==> src/rtl/femtorv_mem_pkg.sv <==
// Shared types for the two-port memory arbiter: FSM states, port indices and request kinds.
package femtorv_mem_pkg;

  typedef enum logic [1:0] {
    ST_IDLE  = 2'd0,
    ST_ISSUE = 2'd1,
    ST_WAIT  = 2'd2
  } state_t;

  typedef enum logic {
    KIND_READ  = 1'b0,
    KIND_WRITE = 1'b1
  } kind_t;

  localparam logic PORT_CPU = 1'b0;
  localparam logic PORT_AUX = 1'b1;

  function automatic logic [1:0] port_onehot(input logic idx);
    return idx ? 2'b10 : 2'b01;
  endfunction

endpackage

==> src/rtl/mem_arb_pick.sv <==
// Winner selection: a lone pending port wins; on a tie the port not granted last wins.
module mem_arb_pick
  import femtorv_mem_pkg::*;
(
  input  logic [1:0] pending,
  input  logic       last_grant,
  output logic [1:0] winner
);

  always_comb begin
    winner = 2'b00;
    case (pending)
      2'b01:   winner = port_onehot(PORT_CPU);
      2'b10:   winner = port_onehot(PORT_AUX);
      2'b11:   winner = port_onehot(~last_grant);
      default: winner = 2'b00;
    endcase
  end

endmodule

==> src/rtl/mem_arbiter.sv <==
// Two-requester arbiter onto a single femtorv-style memory port (IDLE -> ISSUE -> WAIT).
// Define MEM_ARBITER_RR_EN for round-robin tie breaking; otherwise m0 has fixed priority.
module mem_arbiter
  import femtorv_mem_pkg::*;
(
  input  logic        clk,
  input  logic        reset,
  input  logic [31:0] m0_addr,
  input  logic [31:0] m0_wdata,
  input  logic [3:0]  m0_wmask,
  input  logic        m0_rstrb,
  output logic [31:0] m0_rdata,
  output logic        m0_rbusy,
  output logic        m0_wbusy,
  input  logic [31:0] m1_addr,
  input  logic [31:0] m1_wdata,
  input  logic [3:0]  m1_wmask,
  input  logic        m1_rstrb,
  output logic [31:0] m1_rdata,
  output logic        m1_rbusy,
  output logic        m1_wbusy,
  output logic [31:0] mem_addr,
  output logic [31:0] mem_wdata,
  output logic [3:0]  mem_wmask,
  output logic        mem_rstrb,
  input  logic [31:0] mem_rdata,
  input  logic        mem_rbusy,
  input  logic        mem_wbusy,
  output logic [1:0]  grant
);

  state_t      state, state_next;
  logic [1:0]  pend;
  kind_t       kind      [2];
  logic [31:0] lat_addr  [2];
  logic [31:0] lat_wdata [2];
  logic [3:0]  lat_wmask [2];
  logic [31:0] rdata_q   [2];
  logic [31:0] req_addr  [2];
  logic [31:0] req_wdata [2];
  logic [3:0]  req_wmask [2];
  logic [1:0]  req_hit;
  logic [1:0]  winner;
  logic        win_idx;
  logic        owner;
  logic        start_txn;
  logic        done_txn;
  logic        last_grant;

  assign req_addr[0]  = m0_addr;
  assign req_addr[1]  = m1_addr;
  assign req_wdata[0] = m0_wdata;
  assign req_wdata[1] = m1_wdata;
  assign req_wmask[0] = m0_wmask;
  assign req_wmask[1] = m1_wmask;
  assign req_hit[0]   = m0_rstrb | (|m0_wmask);
  assign req_hit[1]   = m1_rstrb | (|m1_wmask);

  assign m0_rbusy = pend[0] && (kind[0] == KIND_READ);
  assign m0_wbusy = pend[0] && (kind[0] == KIND_WRITE);
  assign m1_rbusy = pend[1] && (kind[1] == KIND_READ);
  assign m1_wbusy = pend[1] && (kind[1] == KIND_WRITE);
  assign m0_rdata = rdata_q[0];
  assign m1_rdata = rdata_q[1];

  mem_arb_pick u_pick (
    .pending    (pend),
    .last_grant (last_grant),
    .winner     (winner)
  );

  assign win_idx = winner[1];

`ifdef MEM_ARBITER_RR_EN
  always_ff @(posedge clk) begin
    if (reset)
      last_grant <= PORT_AUX;
    else if (start_txn)
      last_grant <= win_idx;
  end
`else
  // Pretending m1 was always granted last makes the picker favour m0 on every tie.
  assign last_grant = PORT_AUX;
`endif

  always_ff @(posedge clk) begin
    if (reset)
      state <= ST_IDLE;
    else
      state <= state_next;
  end

  always_comb begin
    state_next = state;
    start_txn  = 1'b0;
    done_txn   = 1'b0;
    case (state)
      ST_IDLE: begin
        if (|pend) begin
          start_txn  = 1'b1;
          state_next = ST_ISSUE;
        end
      end
      ST_ISSUE: state_next = ST_WAIT;
      ST_WAIT: begin
        if ((kind[owner] == KIND_READ) ? !mem_rbusy : !mem_wbusy) begin
          done_txn   = 1'b1;
          state_next = ST_IDLE;
        end
      end
      default: state_next = ST_IDLE;
    endcase
  end

  // A write mask wins over a simultaneous read strobe; a busy port ignores new strobes.
  always_ff @(posedge clk) begin
    if (reset) begin
      pend <= 2'b00;
    end else begin
      for (int i = 0; i < 2; i++) begin
        if (done_txn && (owner == 1'(i)))
          pend[i] <= 1'b0;
        if (req_hit[i] && !pend[i]) begin
          pend[i]      <= 1'b1;
          lat_addr[i]  <= req_addr[i];
          lat_wdata[i] <= req_wdata[i];
          lat_wmask[i] <= req_wmask[i];
          kind[i]      <= (|req_wmask[i]) ? KIND_WRITE : KIND_READ;
        end
      end
    end
  end

  // The strobe registers are set on entry to ISSUE, so they are high only during ISSUE.
  always_ff @(posedge clk) begin
    if (reset) begin
      mem_addr   <= '0;
      mem_wdata  <= '0;
      mem_wmask  <= '0;
      mem_rstrb  <= 1'b0;
      grant      <= 2'b00;
      owner      <= PORT_CPU;
      rdata_q[0] <= '0;
      rdata_q[1] <= '0;
    end else begin
      mem_rstrb <= 1'b0;
      mem_wmask <= '0;
      if (start_txn) begin
        mem_addr  <= lat_addr[win_idx];
        mem_wdata <= lat_wdata[win_idx];
        grant     <= winner;
        owner     <= win_idx;
        if (kind[win_idx] == KIND_READ)
          mem_rstrb <= 1'b1;
        else
          mem_wmask <= lat_wmask[win_idx];
      end
      if (done_txn) begin
        grant <= 2'b00;
        if (kind[owner] == KIND_READ)
          rdata_q[owner] <= mem_rdata;
      end
    end
  end

endmodule

==> config.mk <==
export PLATFORM = sky130hd
export DESIGN_NAME = mem_arbiter
export DESIGN_NICKNAME = d
export VERILOG_FILES = /design/src/rtl/femtorv_mem_pkg.sv /design/src/rtl/mem_arb_pick.sv /design/src/rtl/mem_arbiter.sv
export SDC_FILE = /design/constraint.sdc
export NUM_CORES = 1
export LEC_CHECK = 0
export CAP_MARGIN = 10
export CORE_ASPECT_RATIO = 0.8
export CORE_UTILIZATION = 43
export CTS_BUF_LIST = sky130_fd_sc_hd__clkbuf_8
export DETAILED_ROUTE_END_ITERATION = 6
export GPL_ROUTABILITY_DRIVEN = 0
export HOLD_SLACK_MARGIN = 0.15
export PLACE_DENSITY = 0.79
export SYNTH_ARGS = -nofsm -noshare
export SYNTH_HDL_FRONTEND = slang
export SYNTH_SLANG_ARGS = --single-unit
==> constraint.sdc <==
create_clock -name clk -period 14 [get_ports clk]
set_input_delay 1.4 -clock clk [delete_from_list [all_inputs] [get_ports clk]]
set_output_delay 1.4 -clock clk [all_outputs]
set_load 0.005 [all_outputs]
==> impl_metrics.env, run 1 <==
export IMPL_status="completed"
export IMPL_holdBufCountCts=0
export IMPL_htreeDepth=2
export IMPL_synthCells=708
export IMPL_slowest_delay_ns=0.60
export IMPL_cts_sinks=279
export IMPL_cts_buffers=43
export IMPL_finalHoldViolCount=0
export IMPL_critPathArrivalTime_ns=1.86
export IMPL_cp_max_fo=11
export IMPL_slew_headroom_pct=36.4
export IMPL_required_ns=12.60
export IMPL_grt_pass1_vias=7071
export IMPL_synthArstFlopShare_pct=0
export IMPL_dp_hpwl_mm=16.6
export IMPL_r2r_cells=5
export IMPL_holdCritPathClass="flip-flop to flip-flop"
export IMPL_cts_setup_buffers=0
export IMPL_die_area_sq_um=24000
export IMPL_port_buffers=312
export IMPL_grt_max_degree=76
export IMPL_synth_top_family_by_area="simple AND/OR/NAND/NOR gates"
export IMPL_antenna_found_initial=1
export IMPL_setup_viol=0
export IMPL_drtPass1Iterations=5
export IMPL_grt_ovfl_total=0
export IMPL_fmax_ghz=0.307
export IMPL_area_growth_synth_to_final_pct=41.8
export IMPL_synth_top_cell_area_share_pct=60.4
export IMPL_cts_resized=0
export IMPL_route_detailed_drc=0
export IMPL_worst_path_buf_inv=1
export IMPL_endpoint_kind="primary output"
export IMPL_io_pins=313
export IMPL_worstSetupPathType="flip-flop to primary output"
export IMPL_post_route_min_period_ns=3.26
export IMPL_dp_cells=1285
export IMPL_yosysTopAreaCell="edfxtp_1"
export IMPL_vias=6967
export IMPL_track_usage_pct=21.0
export IMPL_core_area_sq_um=22700
export IMPL_initial_core_util_pct=44.3
export IMPL_die_w_um=173
export IMPL_syn_area_sq_um=10000
export IMPL_wirelength_mm=25.3
export IMPL_slew_viol_final=0
export IMPL_syn_nets=882
export IMPL_antenna_cells=0
export IMPL_clkTransAtPathRegs_ns=0.06
export IMPL_multiInputGateArea_sq_um=2190
export IMPL_clockBufferDepth=3
export IMPL_synth_compound_area_share_pct=9.72
export IMPL_ys_flop_type="edfxtp_1"
export IMPL_yosysWarnings=0
export IMPL_wl_per_cell_um=18.6
export IMPL_finalNetCount=1199
export IMPL_die_h_um=139
export IMPL_crit_path_start_kind="flip-flop"
export IMPL_rsz0062_at_grt="no"
export IMPL_ant_nets=0
export IMPL_yosysSeqAreaShare_pct=75.7
export IMPL_synth_seq_cells=279
export IMPL_drive_gt1_share_pct=7.65
export IMPL_fill_cells=1694
export IMPL_clk_latency_ns=0.55
export IMPL_maxCapViolations=0
export IMPL_ys_types=33
export IMPL_synth_edf_count=202
export IMPL_cp_cell_sequence="and2_1 -> clkdlybuf4s50_1"
export IMPL_num_rows=49
export IMPL_synthXorXnorAreaFrac_pct=0
export IMPL_seq_area_sq_um=7610
export IMPL_cts_tree="done"
export IMPL_layout_common_cells="clkdlybuf4s50_1 (311), edfxtp_1 (202), nand2_1 (130), dfxtp_1 (77), a21oi_1 (69)"
export IMPL_yosys_top_cells_area="edfxtp_1 (60%), dfxtp_1 (15%), a311oi_1 (5.8%)"
export IMPL_drt_iter0_drc=472
export IMPL_tns_ns=0
export IMPL_finClkSkew_ns=0.0245
export IMPL_crit_cells=2
export IMPL_synth_area_per_cell_sq_um=14.2
export IMPL_hold_depth=2
export IMPL_powerDensity_nw_per_um2=130
export IMPL_synth_mux_area_fraction_pct=0.311
export IMPL_vdd_drop_max_mv=0.0944
export IMPL_grt_pass1_wl_mm=39.1
export IMPL_cp_top_family="flip-flops"
export IMPL_layoutNonFillerInstCount=1365
export IMPL_cp_slowest_cell="dfxtp_1"
export IMPL_synth_fa_ha_area_share_pct=0
export IMPL_leakagePower_nw=5.12
export IMPL_timing_final_crit_share_pct=23.3
export IMPL_worst_slew_pin_slew_ns=0.954
export IMPL_viasPerCell=5.10
export IMPL_layout_commonest_cell="clkdlybuf4s50_1"
export IMPL_cts_root_buf="clkbuf_8"
export IMPL_synthSimpleGateAreaFrac_pct=11.2
-- sequential cells by signal, summed over array words and instances, names as in the netlist, named ones only --
signal / count
grant: 2
kind: 2
lat_addr: 64
lat_wdata: 64
lat_wmask: 8
mem_addr: 32
mem_rstrb: 1
mem_wdata: 32
mem_wmask: 4
owner: 1
pend: 2
rdata_q: 64
state: 2
-- worst reg2reg max path, stage by stage (launching register included) --
cell and delay [ns]:
dfxtp_1 0.36, nor2_4 0.11, buf_4 0.63, and2_2 0.51, buf_4 0.55, a311oi_1 0.25
-- synthesized netlist by cell type, types with 2 or more instances --
cell      instances
a311oi_1         66
mux2i_1           2
nor2b_1           3
and2_1           67
or3b_2            2
dfxtp_1          77
o31ai_1           2
buf_2            12
nand2_1         130
buf_4             4
clkbuf_1         23
nor3_1            5
nor2_1            2
a21oi_1          69
edfxtp_1        202
inv_1             3
buf_6             7
clkbuf_2          6
nand2b_1          2
or4_1             2
nand3_1           9
nor4_4            2
-- cell type report --
class                   count  area share [%]
clock buffers              46            4.45
clock inverters            33            1.39
inverters                   3          0.0791
multi-input cells         373            15.4
flip-flops and latches    279            53.4
well taps                 306            2.69
repair buffers            325            22.6
-- power by group --
group / leakage, nW / switching, mW / internal (mW)
Clock: 0.497 / 0.305 / 0.342
Sequential: 2.59 / 0.0253 / 0.943
Combinational: 2.03 / 0.107 / 0.128
Total: 5.12 / 0.437 / 1.41
-- per-layer routing --
metal	up-vias	global-route usage, %	wire (um)
met1	3294	24.6	9700
met4	0	8.06	706
li1	3263	-	-
met5	-	0	0
met2	361	35.2	12200
met3	49	7.73	2720
-- stage by stage --
step / cell area [sq um] / total power [mW] / setup WS, ns / hold WS, ns / utilization [%]
finish: 14200 / 1.85 / 10.74 / 0.516 / 62.8
global route: 14200 / 1.92 / 10.64 / 0.538 / 62.8
CTS: 14200 / 1.87 / 10.72 / 0.513 / 62.7
detailed placement: 13400 / 1.22 / 10.40 / 0.515 / 59.1
global placement: 13400 / 1.21 / 10.46 / 0.506 / 59.1
floorplan: 10000 / 1.07 / 6.85 / 0.492 / -
-- kinds of logic after synthesis --
family / after synthesis
AND/OR/NAND/NOR: 229
AO/OA/AOI/OAI: 141
buffers and inverters: 56
multiplexers: 3
flip-flops: 279
-- path summary, 6_finish.rpt --
| kind | start | to | slack, ns |
|---|---|---|---|
| max | pend[0] | m0_wbusy | 10.74 |
| min | lat_addr[1][14] | mem_addr[14] | 0.52 |
| max reg2reg | state[1] | mem_addr[29] | 11.43 |
| min reg2reg | lat_addr[1][14] | mem_addr[14] | 0.52 |
No activity file was read; power rests on OpenSTA's default activity.
==> run 2: changes to the inputs <==
Clock period 14 ns to 3.3 ns, I/O delays scaled along.
==> impl_metrics.env, run 2 (synthesized netlist as in run 1, its figures left out) <==
export IMPL_status="completed"
export IMPL_die_w_um=173
export IMPL_htreeDepth=2
export IMPL_cts_tree="done"
export IMPL_track_usage_pct=21.2
export IMPL_grt_pass1_wl_mm=39.4
export IMPL_area_growth_synth_to_final_pct=42.1
export IMPL_cp_slowest_cell="dfxtp_1"
export IMPL_fmax_ghz=0.452
export IMPL_wl_met2_mm=12.4
export IMPL_wl_per_cell_um=18.8
export IMPL_initial_core_util_pct=44.3
export IMPL_finalHoldViolCount=0
export IMPL_cts_resized=0
export IMPL_wirelength_mm=25.7
export IMPL_route_detailed_drc=0
export IMPL_required_ns=2.97
export IMPL_pwr_share_comb_pct=13.0
export IMPL_reg_top3="lat_addr (64), lat_wdata (64), rdata_q (64)"
export IMPL_drt_iter0_drc=463
export IMPL_grt_max_degree=70
export IMPL_power_share_clock_pct=34.2
export IMPL_drive_gt1_share_pct=8.26
export IMPL_slew_headroom_pct=34.6
export IMPL_finalNetCount=1203
export IMPL_layout_common_cells="clkdlybuf4s50_1 (311), edfxtp_1 (202), nand2_1 (130), dfxtp_1 (77), a21oi_1 (69)"
export IMPL_dpl_worst_slack_ns=0.852
export IMPL_highest_layer="met4"
export IMPL_switchingPower_mw=1.89
export IMPL_rsz0062_at_grt="no"
export IMPL_clkTransAtPathRegs_ns=0.06
export IMPL_clockBufferDepth=3
export IMPL_ant_nets=0
export IMPL_slew_viol_final=0
export IMPL_clk_latency_ns=0.55
export IMPL_antenna_found_initial=0
export IMPL_die_area_sq_um=24000
export IMPL_antenna_cells=0
export IMPL_cp_max_fo=11
export IMPL_viasPerCell=5.16
export IMPL_worstSetupPathType="flip-flop to primary output"
export IMPL_dp_cells=1289
export IMPL_leakagePower_nw=5.13
export IMPL_seq_power_share_pct=52.8
export IMPL_fill_cells=1696
export IMPL_slowest_delay_ns=0.61
export IMPL_port_buffers=312
export IMPL_setup_viol=0
export IMPL_crit_path_start_kind="flip-flop"
export IMPL_holdBufCountCts=0
export IMPL_layout_commonest_cell="clkdlybuf4s50_1"
export IMPL_grt_pass1_vias=7114
export IMPL_grt_ovfl_total=0
export IMPL_post_route_min_period_ns=2.21
export IMPL_dp_hpwl_mm=17.1
export IMPL_critPathArrivalTime_ns=1.88
export IMPL_vias=7081
export IMPL_finClkSkew_ns=0.0209
export IMPL_cp_cell_sequence="and2_1 -> clkdlybuf4s50_1"
export IMPL_maxCapViolations=0
export IMPL_vdd_drop_max_mv=0.398
export IMPL_num_rows=49
export IMPL_drtPass1Iterations=4
export IMPL_endpoint_kind="primary output"
export IMPL_routed_wl_met3_mm=2.68
export IMPL_fin_hold_ws_ns=0.324
export IMPL_cts_root_buf="clkbuf_8"
export IMPL_io_pins=313
export IMPL_cts_buffers=44
export IMPL_holdCritPathClass="primary input to flip-flop"
export IMPL_intPower_mw=5.90
export IMPL_die_h_um=139
export IMPL_cts_setup_buffers=0
export IMPL_layoutNonFillerInstCount=1371
export IMPL_timing_final_crit_share_pct=67.1
export IMPL_cts_sinks=279
export IMPL_core_area_sq_um=22700
export IMPL_powerDensity_nw_per_um2=546
export IMPL_wl_met1_mm=9.96
export IMPL_worst_slack_ns=1.09
export IMPL_switching_share_pct=24.3
export IMPL_worst_slew_pin_slew_ns=0.981
[run 2: changes by cell type in the layout (fill, tap and decap cells not counted), sizes merged]
cell	before	now
clkinvlp	1	0
clkbuf	46	44
bufinv	2	1
clkinv	7	17
inv	26	23
buf	14	17
[run 2: worst max-delay path, delay by kind of cell (launching register included)]
family                 cells  cell delay, ns
and+or+nand+nor            1            0.21
buffers and inverters      1            0.53
DFF                        1            0.61
[run 2: cell type report]
cell class / instances / area, sq um / area share, %
clock buffers: 44 / 606 / 4.24
multi-input cells: 373 / 2200 / 15.4
clock inverters: 38 / 196 / 1.38
well taps: 306 / 383 / 2.68
inverters: 3 / 11.3 / 0.0789
flip-flops and latches: 279 / 7610 / 53.3
repair buffers: 328 / 3260 / 22.9
[run 2: power by group through the flow]
stage	logic, mW	registers [mW]	clock network, mW
after global placement	0.996	4.18	0
after CTS	1.03	4.11	2.73
after floorplan	0.382	4.17	0
after global routing	1.09	4.13	2.86
after detailed placement	1.02	4.18	0
final	1.01	4.11	2.66
[run 2: stage by stage]
step           power (mW)  TNS (ns)  instance area (sq um)  util, %
5_1_grt              8.08         0                  14300     62.9
6_report             7.79         0                  14300     62.9
3_3_place_gp         5.17         0                  13500     59.4
3_5_place_dp         5.21         0                  13500     59.4
4_1_cts              7.87         0                  14300     62.9
2_1_floorplan        4.56    -86.38                  10100        -
[run 2: metal layers]
metal	vias to the layer above	GRT usage [%]
met1	3380	25.4
li1	3272	-
met4	0	8.10
met2	379	35.5
met5	-	0
met3	50	7.10
[run 2: worst paths after layout]
path	start	end	slack [ns]	cells past startpoint
max	pend[0]	m0_wbusy	1.09	2
min	reset	state[1]	0.32	2
max reg2reg	pend[0]	mem_addr[28]	1.11	4
min reg2reg	mem_wdata[13]	mem_wdata[13]	0.52	2
